## src/rtl/rv32_alu_pkg.sv

```systemverilog
// Shared ALU types: op encoding, operand selects, stage bundle.
// ALU_ZBA_EN enables the sh1add/sh2add/sh3add encodings.
package rv32_alu_pkg;

  localparam int XLEN_DEF  = 32;
  localparam int TAG_W_DEF = 5;

  typedef enum logic [3:0] {
    alu_add    = 4'd0,
    alu_sll    = 4'd1,
    alu_slt    = 4'd2,
    alu_sltu   = 4'd3,
    alu_xor    = 4'd4,
    alu_srl    = 4'd5,
    alu_or     = 4'd6,
    alu_and    = 4'd7,
    alu_sub    = 4'd8,
    alu_sra    = 4'd9,
    alu_sh1add = 4'd10,
    alu_sh2add = 4'd11,
    alu_sh3add = 4'd12
  } alu_op_t;

  typedef enum logic [1:0] {
    rs1_out = 2'd0,
    pc_out  = 2'd1,
    no_out  = 2'd2
  } alu_m1_sel_t;

  typedef enum logic [1:0] {
    rs2_out  = 2'd0,
    imm_out  = 2'd1,
    four_out = 2'd2
  } alu_m2_sel_t;

  typedef struct packed {
    logic                 valid;
    logic [TAG_W_DEF-1:0] tag;
    logic [XLEN_DEF-1:0]  result;
  } alu_fu_stage_t;

endpackage

```

## src/rtl/alu_core.sv

```systemverilog
// Combinational integer ALU datapath (op, a, b) -> result.
// ALU_ZBA_EN adds shifted-add ops; otherwise they decode to zero.
module alu_core
  import rv32_alu_pkg::*;
#(
  parameter int XLEN = 32
) (
  input  alu_op_t         op,
  input  logic [XLEN-1:0] a,
  input  logic [XLEN-1:0] b,
  output logic [XLEN-1:0] result
);

  localparam int SHW = $clog2(XLEN);

  logic [SHW-1:0] sh;
  logic           lt_s;
  logic           lt_u;

  assign sh   = b[SHW-1:0];
  assign lt_s = $signed(a) < $signed(b);
  assign lt_u = a < b;

  always_comb begin
    result = '0;
    unique case (op)
      alu_add:    result = a + b;
      alu_sub:    result = a - b;
      alu_xor:    result = a ^ b;
      alu_or:     result = a | b;
      alu_and:    result = a & b;
      alu_sll:    result = a << sh;
      alu_srl:    result = a >> sh;
      alu_sra:    result = $signed(a) >>> sh;
      alu_slt:    result = {{(XLEN-1){1'b0}}, lt_s};
      alu_sltu:   result = {{(XLEN-1){1'b0}}, lt_u};
`ifdef ALU_ZBA_EN
      alu_sh1add: result = (a << 1) + b;
      alu_sh2add: result = (a << 2) + b;
      alu_sh3add: result = (a << 3) + b;
`endif
      default:    result = '0;
    endcase
  end

endmodule

```

## src/rtl/alu_fu_pipe.sv

```systemverilog
// Pipelined ALU functional unit: operand select, STAGES-deep result pipe, CDB handshake.
// ALU_ZBA_EN (see alu_core) enables shifted-add ops.
module alu_fu_pipe
  import rv32_alu_pkg::*;
#(
  parameter int XLEN   = 32,
  parameter int TAG_W  = 5,
  parameter int STAGES = 2
) (
  input  logic             clk,
  input  logic             rst,
  input  logic             flush,
  input  logic             in_valid,
  output logic             in_ready,
  input  alu_op_t          in_op,
  input  alu_m1_sel_t      in_m1_sel,
  input  alu_m2_sel_t      in_m2_sel,
  input  logic [XLEN-1:0]  in_rs1,
  input  logic [XLEN-1:0]  in_rs2,
  input  logic [XLEN-1:0]  in_pc,
  input  logic [XLEN-1:0]  in_imm,
  input  logic [TAG_W-1:0] in_tag,
  output logic             out_valid,
  input  logic             out_ready,
  output logic [TAG_W-1:0] out_tag,
  output logic [XLEN-1:0]  out_result,
  output logic             busy
);

  typedef struct packed {
    logic             valid;
    logic [TAG_W-1:0] tag;
    logic [XLEN-1:0]  result;
  } stage_t;

  localparam int LAST = STAGES - 1;

  stage_t          st [STAGES];
  logic [LAST:0]   v;
  logic [LAST:0]   adv;
  logic            full;
  logic            out_go;
  logic            acc;
  logic [XLEN-1:0] opa;
  logic [XLEN-1:0] opb;
  logic [XLEN-1:0] res;

  always_comb begin
    opa = '0;
    unique case (in_m1_sel)
      rs1_out: opa = in_rs1;
      pc_out:  opa = in_pc;
      default: opa = '0;
    endcase
  end

  always_comb begin
    opb = '0;
    unique case (in_m2_sel)
      rs2_out:  opb = in_rs2;
      imm_out:  opb = in_imm;
      four_out: opb = XLEN'(4);
      default:  opb = '0;
    endcase
  end

  alu_core #(
    .XLEN(XLEN)
  ) u_core (
    .op    (in_op),
    .a     (opa),
    .b     (opb),
    .result(res)
  );

  always_comb begin
    v = '0;
    for (int i = 0; i < STAGES; i++)
      v[i] = st[i].valid;
  end

  assign out_go = v[LAST] & out_ready & ~flush;

  // A stage moves if any later stage is empty or the output drains.
  always_comb begin
    adv  = '0;
    full = 1'b1;
    for (int i = 0; i < STAGES; i++) begin
      full = 1'b1;
      for (int j = i + 1; j < STAGES; j++)
        full = full & v[j];
      adv[i] = v[i] & (out_go | ~full);
    end
  end

  assign in_ready   = (~v[0] | adv[0]) & ~flush;
  assign acc        = in_valid & in_ready;
  assign out_valid  = v[LAST] & ~flush;
  assign out_tag    = st[LAST].tag;
  assign out_result = st[LAST].result;
  assign busy       = |v;

  always_ff @(posedge clk or negedge rst) begin
    if (!rst) begin
      for (int i = 0; i < STAGES; i++)
        st[i] <= '0;
    end else if (flush) begin
      for (int i = 0; i < STAGES; i++)
        st[i].valid <= 1'b0;
    end else begin
      if (acc)
        st[0] <= '{valid: 1'b1, tag: in_tag, result: res};
      else if (adv[0])
        st[0].valid <= 1'b0;
      for (int i = 1; i < STAGES; i++) begin
        if (adv[i-1])
          st[i] <= st[i-1];
        else if (adv[i])
          st[i].valid <= 1'b0;
      end
    end
  end

endmodule

```

## config.mk

```make
export PLATFORM = sky130hd
export DESIGN_NAME = alu_fu_pipe
export DESIGN_NICKNAME = d
export VERILOG_FILES = /design/src/rtl/rv32_alu_pkg.sv /design/src/rtl/alu_core.sv /design/src/rtl/alu_fu_pipe.sv
export SDC_FILE = /design/constraint.sdc
export NUM_CORES = 1
export LEC_CHECK = 0
export CAP_MARGIN = 20
export CORE_MARGIN = 3
export CORE_UTILIZATION = 40
export CTS_BUF_LIST = sky130_fd_sc_hd__clkbuf_4
export CTS_CLUSTER_SIZE = 40
export DETAILED_ROUTE_END_ITERATION = 16
export GPL_TIMING_DRIVEN = 0
export HOLD_SLACK_MARGIN = 0.15
export PLACE_DENSITY = 0.72
export SYNTH_ARGS = -nofsm -noshare
export SYNTH_HDL_FRONTEND = slang
export SYNTH_SLANG_ARGS = --single-unit
```

## constraint.sdc

```tcl
create_clock -name clk -period 5.7 [get_ports clk]
set_input_delay 1.14 -clock clk [delete_from_list [all_inputs] [get_ports clk]]
set_output_delay 1.14 -clock clk [all_outputs]
set_load 0.1 [all_outputs]
```

==> impl_metrics.ini <==
[status]
outcome = completed

[worst_setup_path]
ff2ff_path_depth = 8
crit_end = st[68]
reg2reg_from = st[37]
reg2reg_setup_slack_ns = 2.54
critical_path_required_ns = 6.07
criticalPathCategory = in2reg
endpoint_kind = flip-flop
cp.arrival_ns = 5.99
worst_setup_path_start_kind = input pin
critPathMaxFanout = 11
rr_endpoint = st[46]
critPathLaunch = in_rs2[0]

[placed_design]
place_area_um2 = 15400
gp_congestion = 1.05
hpwl_um = 53700
portBuffers = 178

[synth]
synth_top_family_by_area = compound AO/OA/AOI/OAI gates
async_reset_ff_share_pct = 100
synth_top_area_cell = dfrtp_1
synth_seq_cells = 76
yosys-top-cells-area = dfrtp_1 (15%), mux2i_1 (11%), ha_1 (9.3%)
synth_edf_count = 0
synthFlopType = dfrtp_1
syn-cell-area_um2 = 13000
syn_avg_cell_area_um2 = 7.94
synthMuxAreaShare_pct = 20.9
yosysMostFrequentCell = mux2i_1
yosys_warnings = 0
yosys-top-cells-count = mux2i_1 (142), nor2_1 (136), nand2_1 (134)
yosys.area_share.simple_pct = 16.2
seq_area_frac_synth_pct = 14.6
yosys.area_share.xor_xnor_pct = 1.21
synth_compound_area_share_pct = 27.7
synth_fa_ha_area_share_pct = 9.62
synth_nets = 1887
synth_top_area_share_pct = 14.6
synth.distinct_cells = 99
synth_cells = 1642

[timing]
rsz0062_at_grt = no
fin_crit_sh_pct = 98.6
finalCriticalPeriod_ns = 5.62
slew_headroom_pct = 14.4
setup_viol = 0
fmax_mhz = 178
clock-skew-final_ns = 0.0466
hold_viol_final = 0
worst_pin_slew_ns = 1.28
drv_slew = 0

[global_routing]
grt_use_total_pct = 35.9
antenna_found_initial = 3
grt_pass1_vias = 14200
grt-ovfl-total = 0
grt_pass1_wl_um = 94500
grt_max_degree = 70

[clock_tree]
cts_htree_levels = 3
cts_tree = done
cts-root-buf = clkbuf_4
ctsHoldBuffers = 0
clkLatencyLatePin_ns = 0.47
clockBufferDepth = 2
cts.sinks = 76
cts_buffers = 9
clkSlewWorstSetupHoldPaths_ns = 0.14

[finish]
fillCellCount = 3230
syn2layout_area_growth_pct = 19.8
drive_gt1_share_pct = 15.0
nets = 2078
fin_area_um2 = 15600

[power]
total_power_mw = 3.08
p_per_area_nw_per_um2 = 197
peakVddDrop_mv = 0.137
power.leakage_nw = 6.83

[floorplan]
fp-row-count = 65
fp.dieH_um = 187
start_util_pct = 40.9
io-pin-count = 186
die_area_um2 = 34800
coreArea_um2 = 31900
die_x_um = 187

[detailed_routing]
drt-vias-per-instance = 6.47
first_pass_iters = 6
drt_first_iter_violations = 1752
wl_um = 65100
avgRoutedWirePerCell_um = 28.6
drc = 0
antenna_left = 0
vias = 14700

[run]
cap_viol_max_count = 0

[min_path]
holdCritPathClass = in2async
## critical path, cell delays in order
cell	delay (ns)
clkdlybuf4s50_1	0.42
mux2_4	0.29
nand2_2	0.12
inv_2	0.07
buf_2	0.24
buf_2	0.28
clkbuf_4	0.29
ha_2	0.29
fa_1	0.48
a21oi_1	0.16
o21bai_1	0.14
a221o_2	0.46
a2111oi_4	0.45
or2_4	0.23
a2111oi_1	0.11
or2_2	0.34
o311a_1	0.31
a22oi_2	0.17
## per-layer routing
| metal | GRT usage (%) | share of wire (%) |
|---|---|---|
| met1 | 45.3 | 39 |
| met2 | 57.3 | 44 |
| met3 | 6.63 | 9.4 |
| met4 | 21.3 | 7.3 |
| met5 | 0 | 0.048 |
## registers in the layout, indices dropped and copies added (netlist names)
register,flops
out_result,32
st,39
out_tag,5
## cells by family after synthesis
logic type / count (synthesis)
AO/OA/AOI/OAI: 514
AND/OR/NAND/NOR: 449
buffers and inverters: 259
multiplexers: 227
adder cells (fa/ha/maj): 99
flip-flops: 76
XOR/XNOR: 18
## per-stage QoR
step	setup WS, ns	hold WS (ns)	utilization, %	setup TNS (ns)	instances
floorplan	0.638	0.446	-	0	1642
finish	0.0802	0.498	49.0	0	2274
CTS	0.00660	0.475	48.9	0	2271
global route	0.0108	0.469	49.0	0	2274
detailed placement	-1.65	0.477	48.4	-27.13	2259
global placement	-1.72	0.467	48.2	-29.41	2255
## worst min path at each step
| stage | from | to | slack, ns | depth (start not counted) |
|---|---|---|---|---|
| floorplan | st[40] | st[40] | 0.45 | 2 |
| global placement | st[40] | st[40] | 0.47 | 2 |
| detailed placement | st[65] | st[65] | 0.48 | 2 |
| CTS | rst | st[49] | 0.47 | 1 |
| global route | rst | out_result[10] | 0.47 | 1 |
| finish | rst | out_result[10] | 0.50 | 1 |
## layout make-up
class	instances	area, um^2	area share, %
multi-input cells	1307	9910	63.4
repair buffers	184	1860	11.9
inverters	96	363	2.32
clock buffers	10	75.1	0.480
clock inverters	6	63.8	0.408
plain buffers	159	908	5.81
well taps	435	544	3.48
flip-flops and latches	76	1900	12.2
diodes	1	2.50	0.0160
## layout by cell type, fill, tap and decap left out, types with 26 or more instances in the layout
master and n:
o21ai_0 70, clkdlybuf4s50_1 177, ha_1 96, inv_1 91, clkbuf_1 61, or2_2 35, a211oi_1 42, dfrtp_1 76
nand3_1 34, a21o_1 26, mux2_2 53, mux2i_1 142, nand2_1 134, buf_4 48, nor3_1 31, buf_2 29
a21oi_1 113, nor2_1 136
## where the power goes
part / total, mW / internal, mW / switching, mW
Combinational: 2.04 / 0.700 / 1.34
Sequential: 0.675 / 0.625 / 0.0508
Clock: 0.359 / 0.139 / 0.220
Total: 3.08 / 1.46 / 1.62
## what timing repair did
| action | in CTS | in global routing |
|---|---|---|
| endpoints found under the setup margin | 25 | 10 |
| hold endpoints to repair | 0 | 0 |
| pin swaps | 0 | 1 |
| setup buffers | 0 | 1 |
| gates resized for setup | 8 | 12 |
(Power assumes the default switching activity.)
